File: config.mk
export PLATFORM = sky130hd
export DESIGN_NAME = vga_capture
export DESIGN_NICKNAME = d
export VERILOG_FILES = /design/src/rtl/vga_capture.sv
export SDC_FILE = /design/constraint.sdc
export NUM_CORES = 1
export LEC_CHECK = 0
export CORE_AREA = 2 2 139 101
export CTS_BUF_LIST = sky130_fd_sc_hd__clkbuf_8 sky130_fd_sc_hd__clkbuf_16
export DETAILED_ROUTE_END_ITERATION = 7
export DIE_AREA = 0 0 141 103
export MAX_ROUTING_LAYER = met4
export PLACE_DENSITY_LB_ADDON = 0.08
export SYNTH_ARGS = -nofsm -noshare
export SYNTH_HDL_FRONTEND = slang
export SYNTH_SLANG_ARGS = --single-unit
File: constraint.sdc
create_clock -name clk -period 9.8 [get_ports clk]
set_input_delay 2.94 -clock clk [delete_from_list [all_inputs] [get_ports clk]]
set_output_delay 2.94 -clock clk [all_outputs]
set_load 0.01 [all_outputs]
File: src/rtl/vga_capture.sv
// Sink-side VGA monitor: rebuilds pixel coordinates from hsync/vsync, checks line/frame timing, locks and checksums frames.
// Latency: 2 clk from input pins to px_*, frame_done and timing_err (input register stage, then processing stage).
// Backpressure: none; one sample is taken on every pix_en cycle, outputs are pulses or held values.
module vga_capture #(
    parameter int H_ACTIVE = 640,
    parameter int H_FP     = 16,
    parameter int H_SYNC   = 96,
    parameter int H_BP     = 48,
    parameter int V_ACTIVE = 480,
    parameter int V_FP     = 10,
    parameter int V_SYNC   = 2,
    parameter int V_BP     = 33,
    parameter int SYNC_POL = 0
) (
    input  logic        clk,
    input  logic        clrn,
    input  logic        pix_en,
    input  logic        hsync,
    input  logic        vsync,
    input  logic [3:0]  r,
    input  logic [3:0]  g,
    input  logic [3:0]  b,
    output logic        px_valid,
    output logic [9:0]  px_x,
    output logic [9:0]  px_y,
    output logic [11:0] px_rgb,
    output logic        frame_done,
    output logic [15:0] frame_sum,
    output logic        locked,
    output logic        timing_err,
    output logic [7:0]  err_cnt
);
    localparam int H_TOTAL = H_ACTIVE + H_FP + H_SYNC + H_BP;
    localparam int V_TOTAL = V_ACTIVE + V_FP + V_SYNC + V_BP;
    localparam logic [10:0] H_LAST = 11'(H_TOTAL - 1);
    localparam logic [10:0] H_LO   = 11'(H_SYNC + H_BP);
    localparam logic [10:0] H_HI   = 11'(H_SYNC + H_BP + H_ACTIVE - 1);
    localparam logic [9:0]  V_LAST = 10'(V_TOTAL - 1);
    localparam logic [9:0]  V_LO   = 10'(V_SYNC + V_BP);
    localparam logic [9:0]  V_HI   = 10'(V_SYNC + V_BP + V_ACTIVE - 1);
    localparam logic        POL    = (SYNC_POL != 0);

    typedef enum logic [1:0] {
        SEARCH  = 2'd0,
        SYNCING = 2'd1,
        LOCKED  = 2'd2
    } state_t;

    state_t      state_q, state_d;
    logic        s1_hs, s1_vs, s1_en;
    logic [11:0] s1_rgb;
    logic        hs_prev, vs_prev;
    logic [10:0] hcnt, hcnt_nxt;
    logic [9:0]  vline, vline_nxt;
    logic        hseen;
    logic [15:0] acc;
    logic        hedge, vedge, checking, line_bad, frame_bad, fail, frame_good;
    logic        in_win, pix_ok, err_d, done_d;

    // Edges only count on pix_en samples; the previous sync level is tracked on those samples only.
    assign hedge = s1_en && (s1_hs == POL) && (hs_prev != POL);
    assign vedge = s1_en && (s1_vs == POL) && (vs_prev != POL);

    // Position of the current sample: counters restart on their edge, vsync wins over hsync.
    assign hcnt_nxt  = hedge ? 11'd0 : ((hcnt == 11'h7FF) ? hcnt : hcnt + 11'd1);
    assign vline_nxt = vedge ? 10'd0 : ((hedge && vline != 10'h3FF) ? vline + 10'd1 : vline);

    // Checks compare the length of the line/frame that just ended (counter value before restart).
    assign checking   = (state_q != SEARCH);
    assign line_bad   = hedge && hseen && checking && (hcnt != H_LAST);
    assign frame_bad  = vedge && checking && (vline != V_LAST);
    assign fail       = line_bad || frame_bad;
    assign frame_good = vedge && checking && !fail;

    assign in_win = s1_en && (hcnt_nxt >= H_LO) && (hcnt_nxt <= H_HI)
                          && (vline_nxt >= V_LO) && (vline_nxt <= V_HI);
    assign pix_ok = in_win && (state_q == LOCKED) && !fail;
    assign locked = (state_q == LOCKED);

    // Input capture stage: everything is registered once before interpretation.
    always_ff @(posedge clk or negedge clrn) begin
        if (!clrn) begin
            s1_hs  <= 1'b0;
            s1_vs  <= 1'b0;
            s1_en  <= 1'b0;
            s1_rgb <= 12'h000;
        end else begin
            s1_hs  <= hsync;
            s1_vs  <= vsync;
            s1_en  <= pix_en;
            s1_rgb <= {r, g, b};
        end
    end

    // Lock FSM next state and the timing_err / frame_done decisions.
    always_comb begin
        state_d = state_q;
        err_d   = 1'b0;
        done_d  = 1'b0;
        case (state_q)
            SEARCH: begin
                if (vedge) state_d = SYNCING;
            end
            SYNCING: begin
                if (fail) begin
                    state_d = SEARCH;
                    err_d   = 1'b1;
                end else if (frame_good) begin
                    state_d = LOCKED;
                    done_d  = 1'b1;
                end
            end
            LOCKED: begin
                if (fail) begin
                    state_d = SEARCH;
                    err_d   = 1'b1;
                end else if (frame_good) begin
                    done_d = 1'b1;
                end
            end
            default: state_d = SEARCH;
        endcase
    end

    // Lock FSM state register.
    always_ff @(posedge clk or negedge clrn) begin
        if (!clrn) state_q <= SEARCH;
        else       state_q <= state_d;
    end

    // Position counters and sync history advance on pix_en samples in every state.
    always_ff @(posedge clk or negedge clrn) begin
        if (!clrn) begin
            hs_prev <= 1'b0;
            vs_prev <= 1'b0;
            hcnt    <= 11'd0;
            vline   <= 10'd0;
            hseen   <= 1'b0;
        end else if (s1_en) begin
            hs_prev <= s1_hs;
            vs_prev <= s1_vs;
            hcnt    <= hcnt_nxt;
            vline   <= vline_nxt;
            // A failing edge drops back to SEARCH; the next hsync edge re-arms line checks.
            if (fail)       hseen <= 1'b0;
            else if (hedge) hseen <= 1'b1;
        end
    end

    // Frame checksum: restart at each vsync edge, publish only on a good frame.
    always_ff @(posedge clk or negedge clrn) begin
        if (!clrn) begin
            acc       <= 16'h0000;
            frame_sum <= 16'h0000;
        end else begin
            if (vedge)                 acc <= 16'h0000;
            else if (in_win && checking) acc <= acc + {4'h0, s1_rgb};
            if (done_d) frame_sum <= acc;
        end
    end

    // Pixel and status outputs; px_* hold their last value between valid pixels.
    always_ff @(posedge clk or negedge clrn) begin
        if (!clrn) begin
            px_valid   <= 1'b0;
            px_x       <= 10'd0;
            px_y       <= 10'd0;
            px_rgb     <= 12'h000;
            frame_done <= 1'b0;
            timing_err <= 1'b0;
            err_cnt    <= 8'd0;
        end else begin
            px_valid   <= pix_ok;
            frame_done <= done_d;
            timing_err <= err_d;
            if (pix_ok) begin
                px_x   <= 10'(hcnt_nxt - H_LO);
                px_y   <= vline_nxt - V_LO;
                px_rgb <= s1_rgb;
            end
            if (err_d && err_cnt != 8'hFF) err_cnt <= err_cnt + 8'd1;
        end
    end
endmodule

==> summary.md, run 1 <==
| Metric | Value |
|---|---|
| Status | complete, no violations |
| Ports | 77 |
| GRT Residual Overflow | 0 |
| Placed Area | 0.00672 mm2 |
| Post-synthesis sequential area ratio | 0.499 |
| CTS tree | done |
| Routed Antenna Nets | 0 |
| DR iter-0 viols | 328 |
| CTS clock-pin slew for the worst setup and hold paths | roughly 0.060 ns |
| Post-CTS setup buffer count | 0 |
| Sw frac | 0.268 |
| Vias after detailed routing | 4456 |
| Vias in the first global route | 4332 |
| Async SR Flop Fraction | 1.00 |
| Post-Syn Area per Cell | roughly 10 um2 |
| Synth Flop Type | dfrtp_1 |
| Slew Viols, Final | 0 |
| Synthesized Nets | 611 |
| Max-cap viol count | 0 |
| Hold Vio Cnt, Final | 0 |
| Layout area overhead | 26.3% |
| CP peak stage delay | 0.59 ns |
| Layout cells sized above 1 | 0.0956 |
| Maximum clock rate | 216 MHz |
| Top-area cell type share of the netlist area | 0.499 |
| Maximum fanout along the worst path | 4 |
| Setup TNS | 0 ns |
| Power per cell area | 190 mW/mm2 |
| Buf+Inv Stages, Crit Path | 2 |
| First drt pass iteration count | 4 |
| Required @ worst endpoint | slightly below 7 ns |
| CTS sink cnt | 116 |
| Drt drc | 0 |
| Unrepaired setup endpoints after global routing | no |
| Initial antenna violation count | 0 |
| Synth Warn # | 0 |
| Setup CP Type | reg2out |
| Slowest CP cell | clkdlybuf4s50_1 |
| Fin crit period | around 4.6 ns |
| Chip Width | 141 um |
| Pleak | 0.00351 uW |
| Synth Register Bits | approximately 120 |
| Final instance area | around 0.0074 mm2 |
| Logic pwr share | 0.135 |
| Worst VDD drop | ~0.12 mV |
| Critical Path Start Type | register |
| Net count, final | 688 |
| Internal power | 1020 uW |
| Detailed Place HPWL | 8.93 mm |
| Via density | 5.37 |
| Critical path cell sequence | inv_1, ha_1, clkdlybuf4s50_1 |
| Top post-synthesis cells by count | dfrtp_1, nand2_1, nor2_1, o21ai_0, ha_1 |
| Critical path arrival | ~1.7 ns |
| Total wire length | 13.0 mm |
| Initial core utilization | 0.435 |
| Core footprint | 0.0134 mm2 |
| IO buf count | 76 |
| CTS H-tree lvls | 4 |
| Slew @ Worst Pin | 0.871 ns |
| Worst Hold Class | reg2reg |
| Unique cell type count in the Yosys netlist | between 60 and 70 |
| Clock Latency Late Sink | 0.41 ns |
| Element type at the critical path end | output pin |
| Clk pwr share | 0.478 |
| Clk buf depth | 2 |
| Synth area leader | dfrtp_1 |
| Post-synth EDFFs | 0 |
| Final setup viols | 0 |
| First-pass GRT wire length | 21.7 mm |
| Family with the most delay on the worst path | buffers and inverters |
| Num CTS Buffers | 17 |
| Max-slew headroom | 0.419 |
| Reg-to-reg startpoint | s1_en$_DFF_PN0_ |
| Tot GR Track Use | 0.198 |
| Largest net degree at the start of global routing | 69 |
| Die height | 103 um |
| Cells after Synth | between 500 and 600 |
| Fin cells | 830 |
| CTS Hold Bufs | 0 |
| Die area | 0.0145 mm2 |
| Mapped cell area | between 0.005 and 0.006 mm2 |
| WL/cell | 15.6 um |
| Most frequent cell after synthesis | dfrtp_1 |
| CTS root buffer | clkbuf_16 |
| Synth area leaders | dfrtp_1, nand2_1, ha_1 |
| Dpl cells | around 800 |
| Sequential power share | 0.387 |
| P_sw | 374 uW |
| Skew final | around 0.018 ns |
| Crit path from | state_q[0]$_DFFE_PN0P_ |
| Worst hold path startpoint | px_x[0]$_DFFE_PN0P_ |
| Filler cells | 1161 |
| R2r setup slk | 5.59 ns |
| Antenna cells | 0 |
| Row cnt | 36 |
| Resize count post-CTS | 0 |
| Tcrit/Tclk final | 0.473 |
| GP Congestion | ~0.86 |
==> cell families (layout without fill, tap and decap cells) <==
family                     after synthesis  after routing  synth area share
adders and majority gates               25             25            0.0550
muxes                                   43             43            0.0784
AOI/OAI and AO/OA                       89             89             0.102
buffers and inverters                   42            132            0.0322
DFF                                    116            116             0.499
and+or+nand+nor                        224            224             0.189
xor gates and xnor gates                30             30            0.0451
==> metal layers <==
| metal | GRT usage | vias to the layer above | routed length [um] |
|---|---|---|---|
| li1 | - | 2149 | - |
| met1 | 0.289 | 2180 | 6810 |
| met2 | 0.271 | 121 | 5440 |
| met3 | 0.0516 | 6 | 665 |
| met4 | 0.0538 | 0 | 65 |
| met5 | - | - | 0 |
==> metrics by stage <==
stage	setup slack [ns]	utilization	power (uW)	hold slack (ns)
CTS	5.14	0.550	1410	0.479
detailed placement	5.46	0.502	735	0.466
floorplan	6.19	-	667	0.448
global placement	5.50	0.502	729	0.462
finish	5.16	0.550	1400	0.475
global route	5.07	0.550	1470	0.505
==> area by class of cell <==
class / instances / area (um2) / share of cell area
timing repair buffer: 79 / 781 / 0.106
multi-input combinational: 411 / 2740 / 0.372
clock inverter: 14 / 201 / 0.0274
tap: 171 / 214 / 0.0291
clock buffer: 18 / 439 / 0.0597
sequential: 116 / 2900 / 0.395
inverter: 21 / 78.8 / 0.0107
==> sequential cells by signal, summed over array words and instances, names as in the netlist <==
name        flops
acc            16
frame_sum      16
px_rgb         12
s1_rgb         12
hcnt           11
px_x           10
px_y           10
vline          10
err_cnt         8
state_q         2
frame_done      1
hs_prev         1
hseen           1
px_valid        1
s1_en           1
s1_hs           1
s1_vs           1
timing_err      1
vs_prev         1
==> worst paths after layout <==
kind,endpoint,cells after the start
max in group asynchronous,hcnt[8]$_DFFE_PN0P_,2
min,px_x[0]$_DFFE_PN0P_,2
max reg2reg,px_rgb[10]$_DFFE_PN0P_,9
min reg2reg,px_x[0]$_DFFE_PN0P_,2
max,locked,3
min in group asynchronous,px_y[6]$_DFFE_PN0P_,1
==> cells in the final DEF (no fill, tap or decap), types with 5 or more instances in the layout <==
cell / instances
dfrtp_1: 116
nand2_1: 99
clkdlybuf4s50_1: 75
nor2_1: 43
o21ai_0: 30
ha_1: 24
mux2i_1: 22
inv_1: 20
xnor2_1: 19
nand3_1: 17
clkbuf_16: 17
a21oi_1: 14
nor3_1: 13
mux2_1: 13
xor2_1: 11
and3_1: 8
mux2_2: 8
o31ai_1: 7
nand4_1: 7
o211ai_1: 5
nor4_1: 5
==> power by group through the flow <==
| stage | clock [uW] | sequential (uW) | combinational, uW |
|---|---|---|---|
| final | 667 | 540 | 189 |
| after global routing | 707 | 545 | 215 |
| after CTS | 680 | 539 | 190 |
| after detailed placement | 0 | 547 | 187 |
| after global placement | 0 | 547 | 182 |
| after floorplan | 0 | 535 | 132 |
==> worst min-delay path, cell delays in order (launching register included) <==
cell	delay [ns]
dfrtp_1	0.34
nand2_1	0.05
o31ai_1	0.05
(Power assumes the default switching activity.)
==> run 2, diff against run 1 <==
==> constraint.sdc (replaced) <==
create_clock -name clk -period 4.2 [get_ports clk]
set_input_delay 1.26 -clock clk [delete_from_list [all_inputs] [get_ports clk]]
set_output_delay 1.26 -clock clk [all_outputs]
set_load 0.01 [all_outputs]
==> summary.md, run 2 (synthesized netlist as in run 1, its figures left out) <==
| Metric | Value |
|---|---|
| Hold WS | 0.474 ns |
| Vias after detailed routing | about 4400 |
| Worst Hold Path EP | frame_sum[3]$_DFFE_PN0P_ |
| Num CTS Buffers | 17 |
| Resize count post-CTS | 0 |
| Drt drc | 0 |
| Most common cell after layout, fill and taps aside | dfrtp_1 |
| R2r setup slk | 0.48 ns |
| CTS sink cnt | around 120 |
| GP Congestion | 0.863 |
| Via density | 5.29 |
| Largest net degree at the start of global routing | 91 |
| Clk buf depth | 2 |
| Initial core utilization | 0.435 |
| Worst hold path startpoint | frame_sum[3]$_DFFE_PN0P_ |
| CTS root buffer | clkbuf_16 |
| CTS H-tree lvls | 4 |
| Max-cap viol count | 0 |
| Filler cells | 1149 |
| Final setup viols | 0 |
| Slew Viols, Final | 0 |
| Die height | ~100 um |
| Tot GR Track Use | 0.199 |
| Chip Width | 141 um |
| Critical Path Start Type | register |
| Slew @ Worst Pin | roughly 0.88 ns |
| Total power | ~3300 uW |
| Setup TNS | 0 ns |
| Initial antenna violation count | 0 |
| Maximum clock rate | 269 MHz |
| Net count, final | 698 |
| Layout cells sized above 1 | 0.109 |
| Maximum fanout along the worst path | 16 |
| DR iter-0 viols | 290 |
| First drt pass iteration count | 4 |
| Layout area overhead | 27.9% |
| IO buf count | between 70 and 80 |
| Core footprint | 0.0134 mm2 |
| Power per cell area | 437 mW/mm2 |
| Worst Hold Class | reg2reg |
| Worst VDD drop | 0.337 mV |
| WL/cell | 15.9 um |
| Antenna cells | 0 |
| Post-CTS setup buffer count | 0 |
| Clock Latency Late Sink | 0.41 ns |
| Reg-to-reg startpoint | hcnt[0]$_DFFE_PN0P_ |
| CTS clock-pin slew for the worst setup and hold paths | 0.06 ns |
| First-pass GRT wire length | 21.8 mm |
| Hold depth | 2 |
| Status | complete, no violations |
| Setup CP Type | reg2reg |
| Die area | 0.0145 mm2 |
| Vias in the first global route | 4198 |
| CTS tree | done |
| Ports | 77 |
| Biggest regs | acc x16, frame_sum x16 |
| Skew final | roughly 0.011 ns |
| Critical path arrival | 4.00 ns |
| Required @ worst endpoint | roughly 4.5 ns |
| Total wire length | roughly 13 mm |
| Unrepaired setup endpoints after global routing | no |
| Max-slew headroom | 0.409 |
| Detailed Place HPWL | 9.41 mm |
| Final Core Density | 0.556 |
| Routed Antenna Nets | 0 |
| Pleak | 0.00358 uW |
| Commonest cells after routing, fill and taps aside | dfrtp_1, nand2_1, clkdlybuf4s50_1 |
| GRT Residual Overflow | 0 |
| CTS Hold Bufs | 0 |
| Register-to-Register Path Depth | 12 |
| Fin crit period | 3.72 ns |
| Tcrit/Tclk final | 0.885 |
| Row cnt | 36 |
| R2R Path End | px_rgb[1]$_DFFE_PN0P_ |
| Element type at the critical path end | register |
| Hold Vio Cnt, Final | 0 |
==> run 2: cell count changes in the layout (fill, tap and decap cells not counted), sizes merged <==
cell      previous run  this run
clkinv               4         6
clkbuf              18        17
buf                  4        14
inv                 23        24
clkinvlp             4         2
==> run 2: critical path: stages, from the launching register on <==
cell	delay, ns
dfrtp_1	0.49
ha_1	0.30
nand4_1	0.19
or3_1	0.46
a211o_1	0.38
ha_1	0.20
nand2_1	0.06
a211oi_1	0.04
nor4b_1	0.15
o41ai_1	0.49
a211oi_2	0.11
o21ai_4	0.31
mux2_1	0.39
==> run 2: final cells by class <==
type	count	area (um2)	area share
clock buffers	17	425	0.0572
repair buffers	89	881	0.118
clock inverters	15	203	0.0272
flip-flops and latches	116	2900	0.390
inverters	21	78.8	0.0106
multi-input cells	411	2740	0.368
well taps	171	214	0.0287
==> run 2: how the worst max path moves through the flow <==
| stage | cells after the start | slack [ns] | endpoint | start |
|---|---|---|---|---|
| 3_3_place_gp | 12 | 0.55 | px_x[2]$_DFFE_PN0P_ | hcnt[0]$_DFFE_PN0P_ |
| 5_1_grt | 14 | 0.22 | px_y[0]$_DFFE_PN0P_ | hcnt[0]$_DFFE_PN0P_ |
| 3_5_place_dp | 12 | 0.50 | px_x[2]$_DFFE_PN0P_ | hcnt[0]$_DFFE_PN0P_ |
| 6_report | 12 | 0.48 | px_rgb[1]$_DFFE_PN0P_ | hcnt[0]$_DFFE_PN0P_ |
| 2_1_floorplan | 14 | 0.85 | px_rgb[10]$_DFFE_PN0P_ | hcnt[0]$_DFFE_PN0P_ |
| 4_1_cts | 12 | 0.47 | px_rgb[1]$_DFFE_PN0P_ | hcnt[0]$_DFFE_PN0P_ |
==> run 2: where the power goes <==
group          total (uW)  internal (uW)  switching, uW
logic                 465            200            265
clock network        1530            998            534
registers            1260           1180           76.7
total                3250           2380            876
==> run 2: stage by stage <==
stage,setup WS [ns],std cells,area (um2)
after floorplan,0.852,569,5820
after global placement,0.555,808,6820
after detailed placement,0.499,808,6820
after CTS,0.466,840,7440
after global routing,0.216,840,7440
final,0.482,840,7440
==> run 2: layer usage <==
| layer | share of wire | vias up | track usage | wire (um) |
|---|---|---|---|---|
| li1 | - | 2171 | - | - |
| met1 | 0.52 | 2137 | 0.291 | 7000 |
| met2 | 0.42 | 129 | 0.273 | 5570 |
| met3 | 0.055 | 8 | 0.0432 | 738 |
| met4 | 0.0044 | 0 | 0.0685 | 59 |
| met5 | 0 | - | - | 0 |
==> run 3, diff against run 2 <==
--- a/config.mk
+++ b/config.mk
@@ -6,7 +6,7 @@
 export NUM_CORES = 1
 export LEC_CHECK = 0
 export CORE_AREA = 2 2 139 101
-export CTS_BUF_LIST = sky130_fd_sc_hd__clkbuf_8 sky130_fd_sc_hd__clkbuf_16
+export CTS_BUF_LIST = sky130_fd_sc_hd__clkbuf_16
 export DETAILED_ROUTE_END_ITERATION = 7
 export DIE_AREA = 0 0 141 103
 export MAX_ROUTING_LAYER = met4
==> results of run 3 <==
No change in the layout: final DEF, timing and power equal those of run 2.
